--- src/rtl/switches.sv ---
// Board-switch read peripheral: 2-FF synchroniser, per-bit debounce, sticky rising-edge flags, 32-bit read bus.
// Optional interrupt mask and irq_o are enabled by defining SW_IRQ_EN.
module switches #(
    parameter int WIDTH           = 16,
    parameter int DEBOUNCE_CYCLES = 100000,
    parameter int CNT_W           = $clog2(DEBOUNCE_CYCLES + 1)
) (
    input  logic             clk_i,
    input  logic             reset_i,
    input  logic [WIDTH-1:0] sw_i,
    input  logic [1:0]       addr_i,
    input  logic             re_i,
    input  logic             we_i,
    input  logic [31:0]      dato_i,
    output logic [31:0]      dato_o,
    output logic             irq_o
);

    localparam logic [CNT_W-1:0] CNT_MAX = CNT_W'(DEBOUNCE_CYCLES - 1);

    logic [WIDTH-1:0] sync1_q;
    logic [WIDTH-1:0] sync2_q;
    logic [WIDTH-1:0] deb_q;
    logic [WIDTH-1:0] deb_d;
    logic [WIDTH-1:0] rise;
    logic [WIDTH-1:0] clr;
    logic [WIDTH-1:0] edge_q;
    logic [WIDTH-1:0] edge_d;
    logic [CNT_W-1:0] cnt_q [WIDTH];
    logic [CNT_W-1:0] cnt_d [WIDTH];
    logic [31:0]      mask_rd;
    logic [31:0]      rd_data;
    logic             unused_dato;

    // Upper write-data bits carry no register state when WIDTH < 32.
    assign unused_dato = ^dato_i;

    always_ff @(posedge clk_i) begin
        if (reset_i) begin
            sync1_q <= '0;
            sync2_q <= '0;
        end else begin
            sync1_q <= sw_i;
            sync2_q <= sync1_q;
        end
    end

    // A change is accepted only after DEBOUNCE_CYCLES consecutive differing cycles.
    always_comb begin
        deb_d = deb_q;
        for (int i = 0; i < WIDTH; i++) begin
            cnt_d[i] = '0;
            if (sync2_q[i] != deb_q[i]) begin
                if (cnt_q[i] == CNT_MAX) begin
                    deb_d[i] = sync2_q[i];
                end else begin
                    cnt_d[i] = cnt_q[i] + CNT_W'(1);
                end
            end
        end
    end

    assign rise   = deb_d & ~deb_q;
    assign clr    = (we_i && addr_i == 2'd1) ? dato_i[WIDTH-1:0] : '0;
    // A new rising edge beats a same-cycle clear.
    assign edge_d = (edge_q & ~clr) | rise;

    always_ff @(posedge clk_i) begin
        if (reset_i) begin
            deb_q  <= '0;
            edge_q <= '0;
            for (int i = 0; i < WIDTH; i++) begin
                cnt_q[i] <= '0;
            end
        end else begin
            deb_q  <= deb_d;
            edge_q <= edge_d;
            for (int i = 0; i < WIDTH; i++) begin
                cnt_q[i] <= cnt_d[i];
            end
        end
    end

`ifdef SW_IRQ_EN
    logic [WIDTH-1:0] mask_q;
    logic             irq_q;

    always_ff @(posedge clk_i) begin
        if (reset_i) begin
            mask_q <= '0;
            irq_q  <= 1'b0;
        end else begin
            if (we_i && addr_i == 2'd2) begin
                mask_q <= dato_i[WIDTH-1:0];
            end
            irq_q <= |(edge_q & mask_q);
        end
    end

    assign irq_o   = irq_q;
    assign mask_rd = 32'(mask_q);
`else
    assign irq_o   = 1'b0;
    assign mask_rd = '0;
`endif

    always_comb begin
        rd_data = '0;
        case (addr_i)
            2'd0:    rd_data = 32'(deb_q);
            2'd1:    rd_data = 32'(edge_q);
            2'd2:    rd_data = mask_rd;
            default: rd_data = '0;
        endcase
    end

    // Read data reflects pre-write register contents and holds between reads.
    always_ff @(posedge clk_i) begin
        if (reset_i) begin
            dato_o <= '0;
        end else if (re_i) begin
            dato_o <= rd_data;
        end
    end

endmodule

--- config.mk ---
export PLATFORM = sky130hd
export DESIGN_NAME = switches
export DESIGN_NICKNAME = d
export VERILOG_FILES = /design/src/rtl/switches.sv
export SDC_FILE = /design/constraint.sdc
export NUM_CORES = 1
export LEC_CHECK = 0
export CORE_MARGIN = 4
export CORE_UTILIZATION = 40
export CTS_CLUSTER_SIZE = 14
export DETAILED_ROUTE_END_ITERATION = 10
export MAX_ROUTING_LAYER = met4
export SLEW_MARGIN = 20
export SYNTH_ARGS = -nofsm -noshare
export SYNTH_HDL_FRONTEND = slang
export SYNTH_SLANG_ARGS = --single-unit
--- constraint.sdc ---
create_clock -name clk_i -period 3.5 [get_ports clk_i]
set_input_delay 0.7 -clock clk_i [delete_from_list [all_inputs] [get_ports clk_i]]
set_output_delay 0.7 -clock clk_i [all_outputs]
set_load 0.02 [all_outputs]
; After elaboration in Yosys (flattened, before gate mapping)
; Memories as Yosys holds them, arrays and structs flattened.
; Cells that the tools add are included.
[totals]
reg_bits = 96
latch_bits = 0
ramBits = 272
rom_bits = 0
inputBits = 54
out_inout_bits = 33
word_cells = 163
n_memories = 1
[mem_list]
columns = name, words, width, read_ports, rd_ports_with_merged_regs, wr, line
row1 = cnt_q, 16, 17, 16, 0, 16, 29  ; logic [CNT_W-1:0] cnt_q [WIDTH];
[classes]
n_addsub = 16
mul = 0
div_mod_pow = 0
magnitude_cmp = 0
eq_ne = 33
shift = 0
n_mux = 85
bitwise = 21
reduce_logical = 2
[ops]
columns = operator, n
row1 = $mux W17, 48
row2 = $add A17 B1 Y17 const B, 16
row3 = $eq A17 B17 Y1 const B, 16
row4 = $mux W1, 35
row5 = $and A16 B16 Y16, 2
row6 = $not A16 Y16, 2
row7 = $pmux W16 S2, 1
row8 = $mux W16, 1
row9 = $ne A1 B1 Y1, 16
row10 = $or A1 B1 Y1, 16
row11 = $or A16 B16 Y16, 1
row12 = $eq A2 B1 Y1 const B, 1
row13 = $logic_not A2 Y1, 1
row14 = $logic_and A1 B1 Y1, 1

; Longest topological paths before layout
; Gate-level depths: netlist of the first run.
[depth]
depth_word = 6
depth_mapped = 7
ltp_nobuf = 5

; Worst setup path after synthesis of the first run
; OpenSTA, ideal clock, no wires.
[synth_timing]
path_kind = reg-to-reg
from = memory cnt_q[1][102] (netlist name)
to = memory cnt_q[1][110] (netlist name)
setup_time_ns = 0.128
arrival_time_ns = 1.886
required_ns = 3.372
setup_slack_ns = 1.487
stages_incl_launch_ff = 8
n_path_buf = 2
period_less_slack_ns = 2.013
cell_sequence = dfxtp_1 -> ha_1 -> clkbuf_1 -> nor4bb_1 -> nand4_1 -> o21bai_1 -> clkbuf_1 -> nor2_1
[synth_rtl]
columns = element, line
row1 = from (decl), 29

; Worst setup path after layout of the first run
[layout_timing]
from = register dato_o[7]
to = output dato_o[7]
[layout_rtl]
columns = element, line
row1 = from (decl), 15  ; output logic [31:0] dato_o,
row2 = from (signal assigned), 122  ; dato_o <= rd_data;
; No word-level cell between the ends.

==> flow_summary.rst, run 1 <==
.. list-table::
   :header-rows: 1

   * - Metric
     - Value
   * - Outcome
     - finished, final reports clean
   * - Clock Pin Slew Worst Setup and Hold Paths
     - 0.06 ns
   * - Final setup slack of the worst path
     - 1.22 ns
   * - Top Usage Layer GRT
     - met2
   * - Final GP Congestion
     - 0.797
   * - Fraction of final layout cells sized beyond drive strength 1
     - just under 7%
   * - Area contributors post-synth
     - dfxtp_1, xnor2_1, nor2_1
   * - Routed vias/inst
     - 5.10
   * - Transition time at the pin with the least slew margin
     - 0.683 ns
   * - Highest attainable clock frequency
     - 0.438 GHz
   * - Most used DFF post-synth
     - dfxtp_1
   * - Worst slack after detailed placement
     - 1.14 ns
   * - Number of placement rows
     - 71
   * - Final antenna-violating net count
     - 0
   * - Leak Pwr
     - 0.00541 uW
   * - DR vias
     - 11900
   * - Post-Synthesis Cell Area
     - 15500 um2
   * - Most frequent standard cell in the layout excluding fill and tap cells
     - dfxtp_1
   * - Drt drc
     - 0
   * - Critical path fanouts, max
     - 2
   * - Number of warnings issued by yosys
     - 0
   * - CTS root buffer
     - clkbuf_16
   * - Filler-free cell count of the finished design
     - roughly 2300
   * - Worst vdd ir
     - 358 uV
   * - Share of the yosys chip area belonging to registers
     - 45.6%
   * - Number of buffers and inverters on the critical path
     - 1
   * - Area Growth Syn to Fin
     - 14.7%
   * - Critical path capture point type
     - primary output
   * - Areal power density over the cells
     - around 470 nW/um2
   * - Global Route met3 Usage
     - 2.41%
   * - HPWL after DPL
     - between 20000 and 25000 um
   * - Number of enable-type register cells in the synthesized netlist
     - 0
   * - Proportion of register bits with asynchronous set or reset after synthesis
     - 0%
   * - Sequential power share
     - 48.2%
   * - Area of the die
     - 41900 um2
   * - Via count of the first global-routing pass
     - 11400
   * - Routed length per placed instance
     - about 13 um
   * - Critical path, cell by cell
     - clkdlybuf4s50_1
   * - TritonCTS clock tree
     - yes
   * - Path type of the worst setup path
     - flop to primary output
   * - Post-Synthesis Cells
     - 1749
   * - Delay of the slowest cell on the worst path
     - 0.65 ns
   * - Antenna violations before repair
     - 0
   * - H-Tree Level Count
     - 2
   * - Number of endpoints failing setup at the final stage
     - 0
   * - First-pass GRT wire length
     - roughly 53000 um
   * - IO Count
     - 87
   * - Total of flip-flops plus latches after synthesis
     - 352
   * - Die Y
     - 205 um
   * - Data required time at the worst endpoint
     - ~2.8 ns
   * - Clock skew after layout
     - 0.0112 ns
   * - Worst slew margin relative to its limit
     - a little over half
   * - Sequential cell area
     - 7050 um2
   * - Clock power share
     - 49.8%
   * - Switching power as a share of total power
     - roughly a fifth
   * - Die width
     - 205 um
   * - Detailed Route WL
     - ~30000 um
   * - Hold Crit Class
     - flop to flop
   * - Net Sw Power
     - 1730 uW
   * - Clock tree sinks
     - ~350
   * - Synthesized area per cell
     - just under 9 um2
   * - Top cell type by total area after synthesis
     - dfxtp_1
   * - Setup TNS
     - 0 ns
   * - Number of DRC markers after the initial detailed-route iteration
     - 559
   * - Post-CTS repair timing setup buffer count
     - 0
   * - Global routing usage summed across all routing layers
     - 14.9%
   * - Post-synth top area share
     - 45.6%
   * - Hold Fails Final Rpt
     - 0
   * - Unrepaired setup endpoints after global routing
     - false
   * - CTS buffer count
     - 40
   * - # placed instances
     - 2265
   * - Remaining global-route overflow
     - 0
   * - Clock period minus worst slack
     - 2.28 ns
   * - Post-synthesis cell type count
     - 57
   * - PortBufs
     - 53
   * - Top library cells by usage in the layout, fill and taps aside
     - dfxtp_1, nor2_1, xnor2_1, nand3_1, nand4_1
   * - Maximum number of pins on one net before global-route repair
     - 65
   * - Startpoint kind of the worst setup timing path
     - flop
   * - Final critical-path share of the clock period
     - between 60 and 70%
   * - Final max-slew violation count
     - 0
   * - Worst-path cell with the longest stage delay
     - clkdlybuf4s50_1
   * - Initial core utilization
     - 40.8%
   * - Met1 track demand over resource in global routing
     - ~19%
   * - Number of filler cells placed in the layout
     - 3603
   * - Clock latency on the worst-skew pair
     - 0.52 ns
   * - Detailed Routing Iterations Pass 1
     - 4
   * - Area of the multi-input gates
     - 7950 um2
   * - Antenna cells
     - 0
   * - Arrival time at the worst endpoint
     - 1.58 ns
   * - Maxcap violations
     - 0
   * - Combinational fraction of design power
     - 2.0%
   * - Core region area
     - 37900 um2
   * - # nets final
     - 1866
   * - Count of hold-fix buffers inserted at cts
     - 0
   * - Internal power
     - about 6700 uW
   * - # resized after CTS
     - 0
   * - Global routing usage on met2
     - 24.1%
   * - Buffers from clock root to sink, at most
     - 3
   * - Kind of cell adding the most delay to the critical path
     - buffers and inverters
## cells in the mapped netlist (14+ instances only)
master / count
and3_1: 19
mux2_2: 15
xnor2_1: 156
nor4_1: 70
dfxtp_1: 352
nand2_1: 93
nand4_1: 101
buf_4: 20
nor2b_1: 50
nand3_1: 108
inv_1: 40
or3_1: 14
and4_1: 23
nor2_1: 310
clkbuf_1: 48
nor4b_1: 15
ha_1: 16
xor2_1: 89
nor3_1: 43
a21oi_1: 46
## per-stage QoR
step                util [%]  area [um2]  power, uW  hold slack [ns]
finish                  46.7       17700       8390            0.432
CTS                     46.7       17700       8520            0.434
global placement        43.2       16400       4300            0.421
floorplan                  -       15500       4240            0.414
detailed placement      43.2       16400       4300            0.420
global route            46.7       17700       8710            0.447
## sequential cells by signal (all words and copies together), names as in the netlist
signal / cells
cnt_q: 272
dato_o: 16
deb_q: 16
edge_q: 16
sync1_q: 16
sync2_q: 16
## cell type report
cell class | instances | share of cell area [%]
multi-input combinational | 1299 | 44.9
clock inverter | 15 | 0.889
sequential | 352 | 39.7
clock buffer | 58 | 6.65
timing repair buffer | 63 | 3.40
tap | 511 | 3.61
inverter | 40 | 0.847
## layer usage
metal | vias to the layer above | wire [um]
li1 | 6138 | -
met3 | 64 | 1030
met1 | 5556 | 14900
met4 | 0 | 716
met5 | - | 0
met2 | 171 | 13800
## path summary, 6_finish.rpt
kind | to | depth (start not counted) | from | slack, ns
hold reg to reg | sync2_q[7]$_SDFF_PP0_ | 1 | sync1_q[7]$_SDFF_PP0_ | 0.43
setup reg to reg | cnt_q[0][132]$_SDFF_PP0_ | 4 | cnt_q[0][127]$_SDFF_PP0_ | 1.27
hold / removal | sync2_q[7]$_SDFF_PP0_ | 1 | sync1_q[7]$_SDFF_PP0_ | 0.43
setup / recovery | dato_o[7] | 1 | dato_o[7]$_SDFFE_PP0P_ | 1.22
## kinds of logic (layout without fill, tap and decap cells)
logic type / count (synthesis) / after routing / synth area share, %
AOI/OAI and AO/OA: 77 / 77 / 2.99
xor gates and xnor gates: 245 / 245 / 13.9
adders and majority gates: 16 / 16 / 1.29
buffers and inverters: 114 / 176 / 3.48
DFF: 352 / 352 / 45.6
muxes: 24 / 24 / 1.67
other: 1 / 17 / 0.0243
and+or+nand+nor: 920 / 920 / 31.1
## power by group through the flow
stage / combinational (uW) / sequential [uW] / clock (uW)
3_3_place_gp: 169 / 4130 / 0
4_1_cts: 170 / 4040 / 4310
5_1_grt: 183 / 4050 / 4480
3_5_place_dp: 169 / 4130 / 0
2_1_floorplan: 110 / 4130 / 0
6_report: 166 / 4050 / 4180
Power figures use the tool's default switching activity.
==> run 2, diff against run 1 <==
clock period = 2.2 ns   (was 3.5 ns; I/O delays follow)
==> run 2 against run 1 <==
Effect of this change: sequential power grew 59%; clock power rose by 61%; critical path depth unchanged; critical endpoint is now dato_o[6]; power up 60%.
==> flow_summary.rst, run 2 (synthesis gave the netlist of run 1 again) <==
.. list-table::
   :header-rows: 1

   * - Metric
     - Value
   * - Clock skew after layout
     - 0.0147 ns
   * - Data required time at the worst endpoint
     - ~1.8 ns
   * - HPWL after DPL
     - around 21000 um
   * - Buffers from clock root to sink, at most
     - 3
   * - Critical path fanouts, max
     - 2
   * - Remaining global-route overflow
     - 0
   * - Leak Pwr
     - 0.00557 uW
   * - Routed length per placed instance
     - approximately 13 um
   * - Final setup slack of the worst path
     - 0.206 ns
   * - # nets final
     - 1899
   * - Detailed Route WL
     - 30300 um
   * - Clock period minus worst slack
     - 1.99 ns
   * - Unrepaired setup endpoints after global routing
     - false
   * - Critical path, cell by cell
     - clkdlybuf4s50_1
   * - Critical path capture point type
     - primary output
   * - Final critical-path share of the clock period
     - ~91%
   * - Startpoint kind of the worst setup timing path
     - flop
   * - Transition time at the pin with the least slew margin
     - between 0.5 and 0.6 ns
   * - Initial core utilization
     - around two fifths
   * - TritonCTS clock tree
     - yes
   * - Number of filler cells placed in the layout
     - 3684
   * - Worst vdd ir
     - approximately 530 uV
   * - Global routing usage summed across all routing layers
     - 14.8%
   * - Depth of the worst register-to-register path
     - 5
   * - Worst hold path depth
     - 2
   * - Core region area
     - 37900 um2
   * - Count of hold-fix buffers inserted at cts
     - 0
   * - Hold Fails Final Rpt
     - 0
   * - Number of endpoints failing setup at the final stage
     - 0
   * - Worst slack after detailed placement
     - 0.111 ns
   * - Setup TNS
     - 0 ns
   * - Top library cells by usage in the layout, fill and taps aside
     - dfxtp_1, nor2_1, xnor2_1, nand3_1, nand4_1
   * - Arrival time at the worst endpoint
     - 1.55 ns
   * - Hold Path Sink
     - sync2_q[12]$_SDFF_PP0_
   * - Final GP Congestion
     - roughly 0.85
   * - Antenna cells
     - 0
   * - Worst-path cell with the longest stage delay
     - clkdlybuf4s50_1
   * - # resized after CTS
     - 0
   * - H-Tree Level Count
     - 2
   * - Routed vias/inst
     - 5.01
   * - Final Core Density
     - 47.4%
   * - Clock tree sinks
     - 352
   * - Number of placement rows
     - 71
   * - Highest attainable clock frequency
     - 0.501 GHz
   * - Number of buffers and inverters on the critical path
     - 1
   * - Clock Pin Slew Worst Setup and Hold Paths
     - 0.06 ns
   * - Most frequent standard cell in the layout excluding fill and tap cells
     - dfxtp_1
   * - CTS buffer count
     - 40
   * - Outcome
     - finished, final reports clean
   * - Origin of the worst min-delay path
     - reset_i
   * - Maxcap violations
     - 0
   * - Final max-slew violation count
     - 0
   * - Max reg flops
     - 272
   * - Crit Reg-Reg Endpoint
     - cnt_q[1][134]$_SDFF_PP0_
   * - IO Count
     - between 80 and 90
   * - Antenna violations before repair
     - 0
   * - PortBufs
     - 53
   * - First-pass GRT wire length
     - 52100 um
   * - Area of the die
     - between 40000 and 50000 um2
   * - CTS root buffer
     - clkbuf_16
   * - Die width
     - 205 um
   * - Clock latency on the worst-skew pair
     - 0.53 ns
   * - Kind of cell adding the most delay to the critical path
     - buffers and inverters
   * - Post-CTS repair timing setup buffer count
     - 0
   * - Areal power density over the cells
     - 747 nW/um2
   * - DR vias
     - 11900
   * - Detailed Routing Iterations Pass 1
     - 5
   * - # placed instances
     - about 2300
   * - Filler-free cell count of the finished design
     - about 2400
   * - Via count of the first global-routing pass
     - 11100
   * - Maximum number of pins on one net before global-route repair
     - 41
   * - Path type of the worst setup path
     - flop to primary output
   * - Delay of the slowest cell on the worst path
     - 0.63 ns
   * - Number of DRC markers after the initial detailed-route iteration
     - 487
   * - Largest register by flop count
     - cnt_q
   * - Final antenna-violating net count
     - 0
   * - Slack of the worst reg-to-reg path
     - 0.25 ns
   * - Sum of internal, switching and leakage power
     - 13400 uW
   * - Die Y
     - 205 um
   * - Drt drc
     - 0
   * - Worst slew margin relative to its limit
     - 65.5%
   * - Fraction of final layout cells sized beyond drive strength 1
     - slightly above 8%
   * - Worst r2r src
     - cnt_q[1][126]$_SDFF_PP0_
   * - Hold Crit Class
     - input pin to flop
   * - Area Growth Syn to Fin
     - 16.4%
run 2: worst max path at each step:
stage / startpoint / endpoint / slack, ns / cells past startpoint
4_1_cts: dato_o[9]$_SDFFE_PP0P_ / dato_o[9] / 0.17 / 1
3_3_place_gp: addr_i[0] / dato_o[1]$_SDFFE_PP0P_ / 0.11 / 5
6_report: dato_o[6]$_SDFFE_PP0P_ / dato_o[6] / 0.21 / 1
3_5_place_dp: addr_i[0] / dato_o[6]$_SDFFE_PP0P_ / 0.11 / 5
2_1_floorplan: cnt_q[1][102]$_SDFF_PP0_ / cnt_q[1][110]$_SDFF_PP0_ / 0.19 / 7
5_1_grt: cnt_q[1][34]$_SDFF_PP0_ / cnt_q[1][35]$_SDFF_PP0_ / 0.07 / 5
run 2: per-stage QoR:
step,instance area (um2),hold slack (ns)
2_1_floorplan,15500,0.414
6_report,18000,0.358
5_1_grt,18000,0.367
3_5_place_dp,16700,0.424
3_3_place_gp,16700,0.418
4_1_cts,18000,0.343
run 2: power by group:
| part | internal [uW] | switching (uW) |
|---|---|---|
| clock | 4120 | 2600 |
| combinational | 128 | 162 |
| sequential | 6410 | 23.8 |
run 2: metal layers:
metal | part of all wire [%] | vias up | GRT usage, %
li1 | - | 6184 | -
met1 | 49 | 5474 | 19.5
met2 | 45 | 159 | 23.5
met3 | 4.2 | 39 | 2.87
met4 | 2.0 | 0 | 3.92
met5 | 0 | - | -
run 2: cell type report:
class / instances / area, um2 / area share, %
clock buffer: 54 / 1140 / 6.36
clock inverter: 16 / 195 / 1.08
inverter: 40 / 150 / 0.834
multi-input combinational: 1299 / 7940 / 44.1
sequential: 352 / 7050 / 39.2
tap: 511 / 639 / 3.55
timing repair buffer: 96 / 876 / 4.87
==> run 3, diff against run 2 <==
CORE_ASPECT_RATIO = 1.5   (was not set)
==> run 3 against run 2 <==
Effect of this change: core utilization fell by 1.1 points; clock skew fell by 0.0040 ns; critical path depth up 4; combinational power decreased by 2%; maximum frequency is 2.0% lower; die area increased by 0.15%; sequential power barely moved; clock power shrank 12%; non-clock buffer count decreased by 3; worst setup slack got worse by 0.040 ns; flip-flop and latch count stayed put; global-route usage increased by 0.27 points; largest cell class unchanged; largest power group is now sequential cells.
==> flow_summary.rst, run 3 (synthesis gave the netlist of run 1 again) <==
.. list-table::
   :header-rows: 1

   * - Metric
     - Value
   * - Outcome
     - finished, final reports clean
   * - # placed instances
     - 2279
   * - Drt drc
     - 0
   * - Die Y
     - between 200 and 250 um
   * - H-Tree Level Count
     - 2
   * - TritonCTS clock tree
     - yes
   * - Sum of internal, switching and leakage power
     - around 13000 uW
   * - Critical path, cell by cell
     - or4b_1 -> or4_4 -> o21ai_4 -> buf_4 -> nor2_1
   * - Clock latency on the worst-skew pair
     - 0.52 ns
   * - Clock Pin Slew Worst Setup and Hold Paths
     - 0.06 ns
   * - Post-CTS repair timing setup buffer count
     - 0
   * - Buffers from clock root to sink, at most
     - 3
   * - Global routing usage summed across all routing layers
     - 15.1%
   * - Hold Crit Class
     - input pin to flop
   * - Clock tree sinks
     - 352
   * - Highest attainable clock frequency
     - just under 0.5 GHz
   * - CTS buffer count
     - 35
   * - Number of buffers and inverters on the critical path
     - 1
   * - Critical path fanouts, max
     - 8
   * - Routed vias/inst
     - 5.10
   * - Final GP Congestion
     - 0.831
   * - Fraction of final layout cells sized beyond drive strength 1
     - 7.21%
   * - Hold Fails Final Rpt
     - 0
   * - Area Growth Syn to Fin
     - 14.8%
   * - CTS root buffer
     - clkbuf_16
   * - Antenna violations before repair
     - 0
   * - Number of DRC markers after the initial detailed-route iteration
     - 370
   * - Antenna cells
     - 0
   * - Count of hold-fix buffers inserted at cts
     - 0
   * - Maxcap violations
     - 0
   * - Largest register by flop count
     - cnt_q
   * - Die width
     - 169 um
   * - Worst vdd ir
     - 468 uV
   * - Filler-free cell count of the finished design
     - between 2000 and 2500
   * - Remaining global-route overflow
     - 0
   * - Final antenna-violating net count
     - 0
   * - Final critical-path share of the clock period
     - 92.5%
   * - Worst-path cell with the longest stage delay
     - or4_4
   * - Most frequent standard cell in the layout excluding fill and tap cells
     - dfxtp_1
   * - Critical path capture point type
     - flop
   * - Areal power density over the cells
     - 712 nW/um2
   * - HPWL after DPL
     - 21500 um
   * - Detailed Route WL
     - 31000 um
   * - Number of placement rows
     - 88
   * - Leak Pwr
     - between 0.005 and 0.006 uW
   * - Area of the die
     - 41900 um2
   * - Clock skew after layout
     - 0.0106 ns
   * - Max reg flops
     - 272
   * - First-pass GRT wire length
     - roughly 53000 um
   * - Path type of the worst setup path
     - flop to flop
   * - PortBufs
     - 53
   * - Delay of the slowest cell on the worst path
     - about 0.56 ns
   * - Top library cells by usage in the layout, fill and taps aside
     - dfxtp_1, nor2_1, xnor2_1, nand3_1, nand4_1
   * - Data required time at the worst endpoint
     - 2.61 ns
   * - Kind of cell adding the most delay to the critical path
     - simple AND/OR/NAND/NOR gates
   * - Setup TNS
     - 0 ns
   * - Number of endpoints failing setup at the final stage
     - 0
   * - Detailed Routing Iterations Pass 1
     - 4
   * - DR vias
     - ~12000
   * - Initial core utilization
     - roughly two fifths
   * - # resized after CTS
     - 0
   * - # nets final
     - approximately 1900
   * - Startpoint kind of the worst setup timing path
     - flop
   * - Final max-slew violation count
     - 0
   * - Clock period minus worst slack
     - 2.03 ns
   * - Core region area
     - 38300 um2
   * - Via count of the first global-routing pass
     - 11700
   * - IO Count
     - 87
   * - Arrival time at the worst endpoint
     - 2.44 ns
   * - Unrepaired setup endpoints after global routing
     - false
   * - Maximum number of pins on one net before global-route repair
     - 36
   * - Routed length per placed instance
     - 13.3 um
run 3: worst paths after layout:
kind | startpoint | endpoint | cells after the start | slack [ns]
worst max-delay path | cnt_q[0][48]$_SDFF_PP0_ | cnt_q[0][38]$_SDFF_PP0_ | 5 | 0.17
worst min-delay path | reset_i | deb_q[10]$_SDFF_PP0_ | 2 | 0.34
worst max register to register | cnt_q[0][48]$_SDFF_PP0_ | cnt_q[0][38]$_SDFF_PP0_ | 5 | 0.17
worst min register to register | sync1_q[7]$_SDFF_PP0_ | sync2_q[7]$_SDFF_PP0_ | 1 | 0.43
run 3: area by class of cell:
| cell class | instances | area [um2] |
|---|---|---|
| clock buffer | 54 | 1040 |
| tap | 495 | 619 |
| timing repair buffer | 93 | 866 |
| clock inverter | 6 | 82.6 |
| sequential | 352 | 7050 |
| multi-input combinational | 1299 | 7940 |
| inverter | 40 | 150 |
| fill | 3698 | 20600 |
run 3: layer usage:
layer	global-route usage, %	vias up	share of wire (%)
li1	-	6160	-
met1	16.9	5531	43
met2	26.8	165	51
met3	2.22	67	3.0
met4	5.80	0	3.4
met5	-	-	0
run 3: metrics by stage:
| stage | util, % | hold slack [ns] | setup WS, ns | area (um2) |
|---|---|---|---|---|
| 2_1_floorplan | - | 0.414 | 0.187 | 15500 |
| 3_3_place_gp | 43.4 | 0.417 | 0.192 | 16600 |
| 3_5_place_dp | 43.4 | 0.422 | 0.171 | 16600 |
| 4_1_cts | 46.3 | 0.326 | 0.156 | 17700 |
| 5_1_grt | 46.3 | 0.345 | 0.0881 | 17700 |
| 6_report | 46.3 | 0.343 | 0.166 | 17700 |
run 3: where the power goes:
group | switching, uW | internal, uW
combinational | 158 | 124
sequential | 24.1 | 6410
clock | 2430 | 3480
total | 2610 | 10000
==> patch (settings of run 2) <==
Add an input register stage for `sw_i` and `re_i`; this delays them by one clock. The other inputs are not delayed to match.
--- a/src/rtl/switches.sv
+++ b/src/rtl/switches.sv
@@ -18,4 +18,12 @@
 
     localparam logic [CNT_W-1:0] CNT_MAX = CNT_W'(DEBOUNCE_CYCLES - 1);
+
+    logic [WIDTH-1:0] sw_q;
+    logic re_q;
+
+    always_ff @(posedge clk_i) begin
+        sw_q <= sw_i;
+        re_q <= re_i;
+    end
 
     logic [WIDTH-1:0] sync1_q;
@@ -41,5 +49,5 @@
             sync2_q <= '0;
         end else begin
-            sync1_q <= sw_i;
+            sync1_q <= sw_q;
             sync2_q <= sync1_q;
         end
@@ -119,5 +127,5 @@
         if (reset_i) begin
             dato_o <= '0;
-        end else if (re_i) begin
+        end else if (re_q) begin
             dato_o <= rd_data;
         end
Check against the original RTL: same outputs for any inputs over 4 cycles, from zero or initial values and one cycle with reset_i high; that may be too few to reach the edited logic, so the function may still have changed.
==> patch against run 2 <==
- routed wire length fell by 2.7%
- synthesized area rose by 1.7%
- sequential cell count rose by 17
- worst setup slack improved by 7.6 ps
- via count fell by 0.92%
- final area rose by 0.85%
- total power rose by 0.63%
- highest routed layer unchanged
==> patch: results (changes against run 2) <==
Outcome
Outcome: finished, final reports clean (unchanged).

Setup path
The highest-delay cell along the critical path is clkdlybuf4s50_1 (unchanged). The worst endpoint data arrival time is 1550 ps (about the same). The top fanout value on the critical path was 2 (unchanged). The peak per-stage delay on the critical path is 630 ps (about the same). The critical path class is flop to output port (unchanged).

The register-to-register setup slack is 270 ps (was 250 ps).

Place
The total cell area at the placement stage is 0.0169 sq mm (was 0.0167 sq mm). The HPWL after detailed placement was 20100 um (was 20900 um). The post-place setup slack came to 31.8 ps (was 111 ps). The routability-driven placement congestion ratio came to 0.810 (was 0.845).

Global routing
The first-pass GRT wire length is 51700 um (was 52100 um). The global-route usage over all layers is 14.5% (was 14.8%). The number of antenna violations at the first check in global routing was 0 (unchanged). The via count of the first global-routing pass is 11200 (was 11100).

The pin count of the biggest net entering global routing came to 31 (was 41).

Clock tree
The buffers inserted during post-CTS setup optimization came to 0 (unchanged). The total CTS buffers is 40 (unchanged). The clock tree buffer depth was 3 (unchanged). The root cell of the clock tree is clkbuf_16 (unchanged).

The clock latency of the later-clocked register in the worst-skew pair came to 530 ps (about the same). The number of gates resized after CTS is 0 (unchanged).

Synthesis
Most frequent cells after synthesis: dfxtp_1, nor2_1, xnor2_1 (unchanged). The post-synthesis cell count is 1726 (was 1749). The sequential area share after synthesis is 47.0% (was 45.6%). The distinct cell type count of the synthesized netlist was 57 (unchanged). The async set-or-reset flop fraction in the synthesized netlist came to 0% (unchanged). Top post-synthesis cells by area: dfxtp_1, xnor2_1, nor2_1, xor2_1, nand4_1 (unchanged).

Timing
The final cycle utilization of the critical path came to 90.3% (was 90.7%). The worst hold-check slack is 249 ps (was 358 ps). The actual transition at the worst max-transition pin came to 611 ps (was 516 ps). The final number of setup-violating endpoints is 0 (unchanged). The largest clock skew in the final design is 11.9 ps (was 14.7 ps).

Final layout
The number of non-filler instances in the completed layout was 2347 (was 2368). The fill cell total of the finished layout is 3716 (was 3684). The register with the most flip-flops is cnt_q (unchanged). The number of antenna diodes was 0 (unchanged). The flip-flop count of the largest register after layout was 272 (unchanged). The proportion of layout cells with a drive suffix above 1 is 7.60% (was 8.19%). The net total in the final layout is 1870 (was 1899).

Route
The via density per instance was 5.01 (about the same). The first-pass iteration count of the detailed router is 5 (unchanged). The count of routing violations after the opening detailed-route iteration is 636 (was 487). The total routed wirelength is 29500 um (was 30300 um).

Power
The maximum ir drop on the vdd rail is 0.527 mV (was 0.531 mV). The leakage dissipation is 5.79 nW (was 5.57 nW).
patch: worst paths after layout:
| kind | startpoint | endpoint | cells past startpoint |
|---|---|---|---|
| worst max register to register | cnt_q[0][85]$_SDFF_PP0_ | edge_q[5]$_SDFF_PP0_ | 5 |
| worst min register to register | sw_q[6]$_DFF_P_ | sync1_q[6]$_SDFF_PP0_ | 1 |
| worst min-delay path | reset_i | deb_q[5]$_SDFF_PP0_ | 2 |
| worst max-delay path | dato_o[1]$_SDFFE_PP0P_ | dato_o[1] | 1 |
patch: layout make-up:
class | instances | area, sq um | share of cell area (%)
Clock buffer | 59 | 1160 | 6.41
Clock inverter | 12 | 120 | 0.662
Inverter | 33 | 124 | 0.683
Multi-Input combinational cell | 1267 | 7870 | 43.4
Sequential cell | 369 | 7390 | 40.7
Tap cell | 518 | 648 | 3.57
Timing Repair Buffer | 89 | 836 | 4.61
patch: metal layers:
metal  global-route usage, %  share of wire, %
met1                    19.5                50
met2                    22.9                45
met3                    2.43               3.3
met4                    3.90               1.7
met5                       -                 0
patch: power by group:
group / total [mW] / internal [mW] / switching (mW) / leakage (nW)
Clock: 6.48 / 3.90 / 2.58 / 0.633
Combinational: 0.284 / 0.123 / 0.160 / 2.18
Sequential: 6.76 / 6.74 / 0.0258 / 2.99
patch: cells by family (layout without fill, tap and decap cells):
| logic type | after synthesis | after routing | share of synthesized area (%) |
|---|---|---|---|
| simple gates | 895 | 895 | 30.4 |
| compound gates | 70 | 70 | 2.55 |
| xor+xnor | 240 | 240 | 13.4 |
| fa+ha+maj | 16 | 16 | 1.27 |
| buf+inv | 106 | 193 | 3.41 |
| flops | 369 | 369 | 47.0 |
| other cells | 1 | 17 | 0.0239 |
| mux | 29 | 29 | 1.97 |
